<file path="src/rtl/multicycle_controller_if.sv">
// Control bundle between the multicycle controller and its datapath/memory.
// master = controller side, slave = datapath side.
interface multicycle_controller_if;
    logic [6:0] opcode;
    logic       zero;
    logic       mem_ready;
    logic       pc_write;
    logic       adr_src;
    logic       mem_write;
    logic       ir_write;
    logic [1:0] result_src;
    logic [1:0] alu_src_a;
    logic [1:0] alu_src_b;
    logic [1:0] alu_op;
    logic [1:0] imm_src;
    logic       reg_write;
    logic       illegal_instr;
    logic [3:0] state;

    modport master (
        input  opcode, zero, mem_ready,
        output pc_write, adr_src, mem_write, ir_write, result_src, alu_src_a,
               alu_src_b, alu_op, imm_src, reg_write, illegal_instr, state
    );

    modport slave (
        output opcode, zero, mem_ready,
        input  pc_write, adr_src, mem_write, ir_write, result_src, alu_src_a,
               alu_src_b, alu_op, imm_src, reg_write, illegal_instr, state
    );
endinterface

</file>
<file path="src/rtl/multicycle_controller.sv">
// Moore FSM sequencing RV32I lw/sw/R/I/beq/jal over a shared ALU and unified memory.
// Outputs decode from state; imm_src decodes the live opcode, pc_write uses the live zero.
module multicycle_controller #(
    parameter int unsigned MEM_WAIT   = 0,
    parameter int unsigned ENABLE_JAL = 1
) (
    input  logic                           clk,
    input  logic                           reset,
    multicycle_controller_if.master        bus_io
);

    typedef enum logic [3:0] {
        StFetch    = 4'd0,
        StDecode   = 4'd1,
        StMemAdr   = 4'd2,
        StMemRead  = 4'd3,
        StMemWb    = 4'd4,
        StMemWrite = 4'd5,
        StExecuteR = 4'd6,
        StExecuteI = 4'd7,
        StAluWb    = 4'd8,
        StBeq      = 4'd9,
        StJal      = 4'd10
    } state_e;

    localparam logic [6:0] OpLw   = 7'b0000011;
    localparam logic [6:0] OpSw   = 7'b0100011;
    localparam logic [6:0] OpR    = 7'b0110011;
    localparam logic [6:0] OpI    = 7'b0010011;
    localparam logic [6:0] OpBeq  = 7'b1100011;
    localparam logic [6:0] OpJal  = 7'b1101111;

    state_e state_q, state_d;
    state_e dec_state;
    logic   ready;
    logic   pc_update, branch;
    logic   ir_write_c, mem_write_c, reg_write_c, illegal_c;

    assign ready = (MEM_WAIT != 0) ? bus_io.mem_ready : 1'b1;
    // During reset the outputs decode as FETCH regardless of the held state.
    assign dec_state = reset ? StFetch : state_q;

    always_ff @(posedge clk) begin
        if (reset) state_q <= StFetch;
        else       state_q <= state_d;
    end

    always_comb begin
        state_d           = state_q;
        pc_update         = 1'b0;
        branch            = 1'b0;
        ir_write_c        = 1'b0;
        mem_write_c       = 1'b0;
        reg_write_c       = 1'b0;
        illegal_c         = 1'b0;
        bus_io.adr_src    = 1'b0;
        bus_io.result_src = 2'b00;
        bus_io.alu_src_a  = 2'b00;
        bus_io.alu_src_b  = 2'b00;
        bus_io.alu_op     = 2'b00;
        case (dec_state)
            StFetch: begin
                bus_io.alu_src_b  = 2'b10;
                bus_io.result_src = 2'b10;
                if (ready) begin
                    ir_write_c = 1'b1;
                    pc_update  = 1'b1;
                    state_d    = StDecode;
                end
            end
            StDecode: begin
                bus_io.alu_src_a = 2'b01;
                bus_io.alu_src_b = 2'b01;
                case (bus_io.opcode)
                    OpLw, OpSw: state_d = StMemAdr;
                    OpR:        state_d = StExecuteR;
                    OpI:        state_d = StExecuteI;
                    OpBeq:      state_d = StBeq;
                    OpJal: begin
                        if (ENABLE_JAL != 0) begin
                            state_d = StJal;
                        end else begin
                            illegal_c = 1'b1;
                            state_d   = StFetch;
                        end
                    end
                    default: begin
                        illegal_c = 1'b1;
                        state_d   = StFetch;
                    end
                endcase
            end
            StMemAdr: begin
                bus_io.alu_src_a = 2'b10;
                bus_io.alu_src_b = 2'b01;
                state_d = (bus_io.opcode == OpLw) ? StMemRead : StMemWrite;
            end
            StMemRead: begin
                bus_io.adr_src = 1'b1;
                if (ready) state_d = StMemWb;
            end
            StMemWb: begin
                bus_io.result_src = 2'b01;
                reg_write_c       = 1'b1;
                state_d           = StFetch;
            end
            StMemWrite: begin
                bus_io.adr_src = 1'b1;
                mem_write_c    = 1'b1;
                if (ready) state_d = StFetch;
            end
            StExecuteR: begin
                bus_io.alu_src_a = 2'b10;
                bus_io.alu_op    = 2'b10;
                state_d          = StAluWb;
            end
            StExecuteI: begin
                bus_io.alu_src_a = 2'b10;
                bus_io.alu_src_b = 2'b01;
                bus_io.alu_op    = 2'b10;
                state_d          = StAluWb;
            end
            StAluWb: begin
                reg_write_c = 1'b1;
                state_d     = StFetch;
            end
            StBeq: begin
                bus_io.alu_src_a = 2'b10;
                bus_io.alu_op    = 2'b01;
                branch           = 1'b1;
                state_d          = StFetch;
            end
            StJal: begin
                bus_io.alu_src_a = 2'b01;
                bus_io.alu_src_b = 2'b10;
                pc_update        = 1'b1;
                state_d          = StAluWb;
            end
            default: state_d = StFetch;
        endcase
    end

    always_comb begin
        case (bus_io.opcode)
            OpSw:    bus_io.imm_src = 2'b01;
            OpBeq:   bus_io.imm_src = 2'b10;
            OpJal:   bus_io.imm_src = 2'b11;
            default: bus_io.imm_src = 2'b00;
        endcase
    end

    assign bus_io.pc_write      = ~reset & (pc_update | (branch & bus_io.zero));
    assign bus_io.ir_write      = ~reset & ir_write_c;
    assign bus_io.mem_write     = ~reset & mem_write_c;
    assign bus_io.reg_write     = ~reset & reg_write_c;
    assign bus_io.illegal_instr = ~reset & illegal_c;
    assign bus_io.state         = state_q;

endmodule

</file>
<file path="src/flat_wrapper.sv">
// flat-port wrapper written by rule: the top's interface ports become plain ports
module multicycle_controller_flat 
#(
    parameter int unsigned MEM_WAIT   = 0,
    parameter int unsigned ENABLE_JAL = 1
)
  (clk, reset, bus_io_opcode, bus_io_zero, bus_io_mem_ready, bus_io_pc_write, bus_io_adr_src, bus_io_mem_write, bus_io_ir_write, bus_io_result_src, bus_io_alu_src_a, bus_io_alu_src_b, bus_io_alu_op, bus_io_imm_src, bus_io_reg_write, bus_io_illegal_instr, bus_io_state);
  multicycle_controller_if bus_io_i ();
  input  logic clk;
  input  logic reset;
  input wire logic [$bits(bus_io_i.opcode)-1:0] bus_io_opcode;
  input wire logic [$bits(bus_io_i.zero)-1:0] bus_io_zero;
  input wire logic [$bits(bus_io_i.mem_ready)-1:0] bus_io_mem_ready;
  output wire logic [$bits(bus_io_i.pc_write)-1:0] bus_io_pc_write;
  output wire logic [$bits(bus_io_i.adr_src)-1:0] bus_io_adr_src;
  output wire logic [$bits(bus_io_i.mem_write)-1:0] bus_io_mem_write;
  output wire logic [$bits(bus_io_i.ir_write)-1:0] bus_io_ir_write;
  output wire logic [$bits(bus_io_i.result_src)-1:0] bus_io_result_src;
  output wire logic [$bits(bus_io_i.alu_src_a)-1:0] bus_io_alu_src_a;
  output wire logic [$bits(bus_io_i.alu_src_b)-1:0] bus_io_alu_src_b;
  output wire logic [$bits(bus_io_i.alu_op)-1:0] bus_io_alu_op;
  output wire logic [$bits(bus_io_i.imm_src)-1:0] bus_io_imm_src;
  output wire logic [$bits(bus_io_i.reg_write)-1:0] bus_io_reg_write;
  output wire logic [$bits(bus_io_i.illegal_instr)-1:0] bus_io_illegal_instr;
  output wire logic [$bits(bus_io_i.state)-1:0] bus_io_state;
  assign bus_io_i.opcode = bus_io_opcode;
  assign bus_io_i.zero = bus_io_zero;
  assign bus_io_i.mem_ready = bus_io_mem_ready;
  assign bus_io_pc_write = bus_io_i.pc_write;
  assign bus_io_adr_src = bus_io_i.adr_src;
  assign bus_io_mem_write = bus_io_i.mem_write;
  assign bus_io_ir_write = bus_io_i.ir_write;
  assign bus_io_result_src = bus_io_i.result_src;
  assign bus_io_alu_src_a = bus_io_i.alu_src_a;
  assign bus_io_alu_src_b = bus_io_i.alu_src_b;
  assign bus_io_alu_op = bus_io_i.alu_op;
  assign bus_io_imm_src = bus_io_i.imm_src;
  assign bus_io_reg_write = bus_io_i.reg_write;
  assign bus_io_illegal_instr = bus_io_i.illegal_instr;
  assign bus_io_state = bus_io_i.state;
  multicycle_controller #(.MEM_WAIT(MEM_WAIT), .ENABLE_JAL(ENABLE_JAL)) u_core (.clk(clk), .reset(reset), .bus_io(bus_io_i));
endmodule
</file>
<file path="config.mk">
export PLATFORM = sky130hd
export DESIGN_NAME = multicycle_controller_flat
export DESIGN_NICKNAME = d
export VERILOG_FILES = /design/src/rtl/multicycle_controller_if.sv /design/src/rtl/multicycle_controller.sv /design/src/flat_wrapper.sv
export SDC_FILE = /design/constraint.sdc
export NUM_CORES = 1
export LEC_CHECK = 0
export CAP_MARGIN = 20
export CORE_MARGIN = 2
export CORE_UTILIZATION = 34
export CTS_CLUSTER_SIZE = 20
export DETAILED_ROUTE_END_ITERATION = 8
export PLACE_DENSITY = 0.73
export REMOVE_ABC_BUFFERS = 1
export SLEW_MARGIN = 20
export SYNTH_ARGS = -nofsm -noshare
export SYNTH_HDL_FRONTEND = slang
export SYNTH_SLANG_ARGS = --single-unit
</file>
<file path="constraint.sdc">
create_clock -name clk -period 1.4 [get_ports clk]
set_clock_uncertainty 0.2 [all_clocks]
set_input_delay 0.28 -clock clk [delete_from_list [all_inputs] [get_ports clk]]
set_output_delay 0.28 -clock clk [all_outputs]
set_load 0.03 [all_outputs]
</file>
==> run_results.csv, run 1 <==
group,metric,value,unit
yosys,seq_area_frac_synth,0.142,
yosys,ys.warnings.count,0,
timing,worstEpCategory,"top-level output",
yosys,ys_async_sr_fraction,0,
yosys,synth_top_area_cell,"dfxtp_1",
global_route,grt_max_degree,10,
die,fp.dieW,44.7,microns
clock_network,cts_root_buf,"clkbuf_4",
run_status,error,"[ERROR DPL-0033] detailed placement checks failed during check placement.",
yosys,syn_area_per_cell,7.52,sq um
yosys,yosys.cell_types.count,32,
clock_network,cts_buffers,3,
yosys,ys.flop_type,"dfxtp_1",
timing,postGrtWorstEndpoint,"bus_io_illegal_instr",
yosys,yosys-top-cells-count,"nor3_1, nor2_1, nand2_1",
die,ios,31,
yosys,syn-cell-area,564,sq um
run_status,run_status,"did not finish",
yosys,netlist_top_cells_area,"dfxtp_1, nor3_1, buf_6",
place,portBuffers,29,
place,hpwlAfterDp,1.49,mm
run_status,lastStage,"global routing (5_1_grt)",
clock_network,cts_sinks,4,
die,rows,14,
global_route,antenna_found_initial,0,
place,gp_congestion,0.731,
yosys,yosysTopAreaCellShare,0.142,
yosys,synthCells,75,
clock_network,cts_htree_levels,1,
die,die_h,44.7,microns
yosys,synth.most_common_cell,"nor3_1",
yosys,ys_ff_latch,4,
yosys,synth-edff-count,0,
die,start_util,0.370,
clock_network,cts.path.max_buffers,2,
clock_network,hold_buffers,0,
## metrics by stage
| step | util | instances | area, sq um | setup WS, ns |
|---|---|---|---|---|
| 4_1_cts | 0.889 | 162 | 1360 | -0.583 |
| 2_1_floorplan | - | 69 | 507 | -1.75 |
| 3_3_place_gp | 0.671 | 148 | 1020 | -0.688 |
| 3_5_place_dp | 0.671 | 148 | 1020 | -0.702 |
## cells by family after synthesis
| family | count (synthesis) | synth area share |
|---|---|---|
| flip-flops | 4 | 0.142 |
| buffers and inverters | 6 | 0.102 |
| XOR/XNOR | 2 | 0.0310 |
| AO/OA/AOI/OAI | 15 | 0.197 |
| multiplexers | 2 | 0.0355 |
| AND/OR/NAND/NOR | 46 | 0.492 |
## what timing repair did
action / 4_1_cts
endpoints found under the setup margin: 24
pin swaps: 26
gates cloned: 0
resized for setup: 91
setup buffers: 12
==> run 2, diff against run 1 <==
CORE_AREA = 2 2 63 65   (was unset)
CORE_MARGIN = unset   (was 2)
CORE_UTILIZATION = unset   (was 34)
CTS_CLUSTER_SIZE = unset   (was 20)
DIE_AREA = 0 0 65 67   (was unset)
PLACE_DENSITY = unset   (was 0.73)
PLACE_DENSITY_LB_ADDON = 0.15   (was unset)
clock period = 1.8 ns   (was 1.4 ns; I/O delays follow)
==> run_results.csv, run 2 <==
group,metric,value,unit
routing,dr.max_layer_used,"met3",
run,max_cap_viol_count,0,
critical_path,crit_chain,"or3b_4, nor3_4, o21a_1, buf_6",
routing,ant_nets,0,
place,portBuffers,29,
layout,final_cell_mix,"buf_4, buf_6, nor3_2",
global_route,antenna_found_initial,0,
global_route,grt_use_total,0.107,
pwr,power.density,319,nW/um^2
layout,final_common_cell,"buf_4",
die,dieArea,4360,sq um
yosys,netlist_top_cells_area,"dfxtp_1, nor3_1, buf_6",
routing,wl_met3,138,microns
global_route,grt_max_degree,10,
die,start_util,0.156,
timing,slew_headroom,0.746,
clock_network,tritoncts,"yes",
clock_network,cts_sinks,4,
critical_path,r2r-end,"u_core.bus_io.state[2]$_SDFF_PP0_",
die,rows,22,
yosys,synth-edff-count,0,
global_route,grt_pass1_wl,3.67,mm
worst_hold_path,hold_depth,4,
worst_hold_path,hp-start,"bus_io_opcode[4]",
yosys,ys.flop_type,"dfxtp_1",
timing,max_freq,0.483,GHz
clock_network,cts.path.max_buffers,2,
pwr,leakage,0.649,nW
timing,worst_slack,-0.271,ns
timing,hold_violations,0,
routing,wirelength,2.31,mm
run_status,run_status,"complete, but fails checks",
yosys,ys_ff_latch,4,
layout,final_area,1500,sq um
global_route,grt_pass1_vias,892,
die,core_area,3610,sq um
critical_path,reg2reg_depth,8,
timing,worst_pin_slew,0.377,ns
yosys,yosysTopAreaCellShare,0.142,
place,dpl_cell_area,1020,sq um
pwr,ir_drop,0.192,mV
layout,nets,168,
timing,drv_slew,0,
clock_network,path_clk_slew,0.03,ns
critical_path,r2r-start,"u_core.bus_io.state[0]$_SDFF_PP0_",
timing,setup_viol_count_final,11,
routing,wire_per_inst,11.4,microns
routing,routed_via_density,4.17,
clock_network,cts_htree_levels,1,
critical_path,arrival,1.51,ns
yosys,seq_area_frac_synth,0.142,
layout,diodes,0,
clock_network,cts_root_buf,"clkbuf_8",
die,die_h,67,microns
routing,wl_met2,1.26,mm
yosys,synth_top_area_cell,"dfxtp_1",
critical_path,end_kind,"output port",
yosys,syn_area_per_cell,7.52,sq um
critical_path,reg2reg_slack,0.13,ns
critical_path,worst_path_max_delay_cell,"or3b_4",
layout,drive_above_1_share,0.794,
critical_path,critical_path_class,"reg2out",
run_status,violations,"negative setup slack",
layout,largest_register_ffs,4,
worst_hold_path,hold_end,"u_core.bus_io.state[1]$_SDFF_PP0_",
global_route,gr-total-overflow,0,
place,gp_congestion,0.704,
routing,drt-met1-wl,907,microns
layout,utilization,0.415,
yosys,syn-cell-area,564,sq um
place,hpwlAfterDp,1.54,mm
critical_path,cpPeakStageDelay,0.40,ns
timing,grt_setup_unrepaired,"yes",
routing,drt_iter0_markers,16,
layout,syn_to_final_growth,165,%
routing,drc,0,
yosys,ys_async_sr_fraction,0,
clock_network,cts_buffers,3,
yosys,yosys.cell_types.count,32,
yosys,synthCells,75,
routing,drtPass1Iterations,4,
clock_network,hold_buffers,0,
worst_hold_path,hp-class,"in2reg",
routing,vias,846,
yosys,yosys-top-cells-count,"nor3_1, nor2_1, nand2_1",
yosys,synth.most_common_cell,"nor3_1",
critical_path,cp_max_fo,6,
clock_network,clk_latency,0.21,ns
critical_path,cp-start-kind,"register",
die,fp.dieW,65,microns
critical_path,required,1.24,ns
die,ios,31,
timing,fin_crit_sh,1.15,
timing,fin_crit,2.07,ns
yosys,ys.warnings.count,0,
run 2: metrics by stage:
| step | instances | total power, mW | hold WS (ns) | TNS [ns] | setup slack, ns |
|---|---|---|---|---|---|
| floorplan | 69 | 0.164 | 0.260 | -7.36 | -1.43 |
| global placement | 174 | 0.243 | 0.515 | -5.63 | -0.536 |
| detailed placement | 174 | 0.244 | 0.547 | -5.91 | -0.565 |
| CTS | 195 | 0.460 | 0.262 | -1.53 | -0.289 |
| global route | 203 | 0.506 | 0.335 | -1.99 | -0.327 |
| finish | 203 | 0.478 | 0.318 | -1.36 | -0.271 |
run 2: timing repair:
action	CTS	global route
setup endpoints to repair	18	17
gates resized for setup	67	23
pin swaps	25	14
setup buffers	18	8
run 2: layout make-up:
| type | instances | area, sq um |
|---|---|---|
| flip-flops and latches | 4 | 95.1 |
| fillers | 362 | 2110 |
| multi-input cells | 65 | 606 |
| well taps | 48 | 60.1 |
| clock buffers | 3 | 41.3 |
| repair buffers | 83 | 694 |
run 2: per-layer routing:
| layer | track usage | vias to the layer above |
|---|---|---|
| met5 | 0 | - |
| met1 | 0.112 | 382 |
| met4 | 0.0293 | 0 |
| met2 | 0.214 | 27 |
| li1 | - | 437 |
| met3 | 0.0220 | 0 |
run 2: cell families after synthesis:
family,synth area share
XOR/XNOR,0.0310
AND/OR/NAND/NOR,0.492
multiplexers,0.0355
flip-flops,0.142
buffers and inverters,0.102
AO/OA/AOI/OAI,0.197
run 2: how the worst max path moves through the flow:
stage	end	from	slack [ns]
2_1_floorplan	bus_io_alu_src_b[0]	u_core.bus_io.state[1]$_SDFF_PP0_	-1.43
4_1_cts	bus_io_illegal_instr	u_core.bus_io.state[0]$_SDFF_PP0_	-0.29
5_1_grt	bus_io_illegal_instr	u_core.bus_io.state[0]$_SDFF_PP0_	-0.33
3_3_place_gp	bus_io_illegal_instr	reset	-0.54
3_5_place_dp	bus_io_illegal_instr	reset	-0.57
6_report	bus_io_illegal_instr	u_core.bus_io.state[0]$_SDFF_PP0_	-0.27
run 2: power by group:
group	internal (mW)	switching (mW)	total (mW)
combinational	0.107	0.0977	0.205
sequential	0.0870	0.00389	0.0909
clock	0.142	0.0402	0.182
total	0.336	0.142	0.478
run 2: worst max-delay path, delay by kind of cell (launching register included):
family                 cells  cell delay [ns]
flip-flops                 1             0.37
AND/OR/NAND/NOR            2             0.63
buffers and inverters      1             0.13
AO/OA/AOI/OAI              1             0.17
Power figures use the tool's default switching activity.
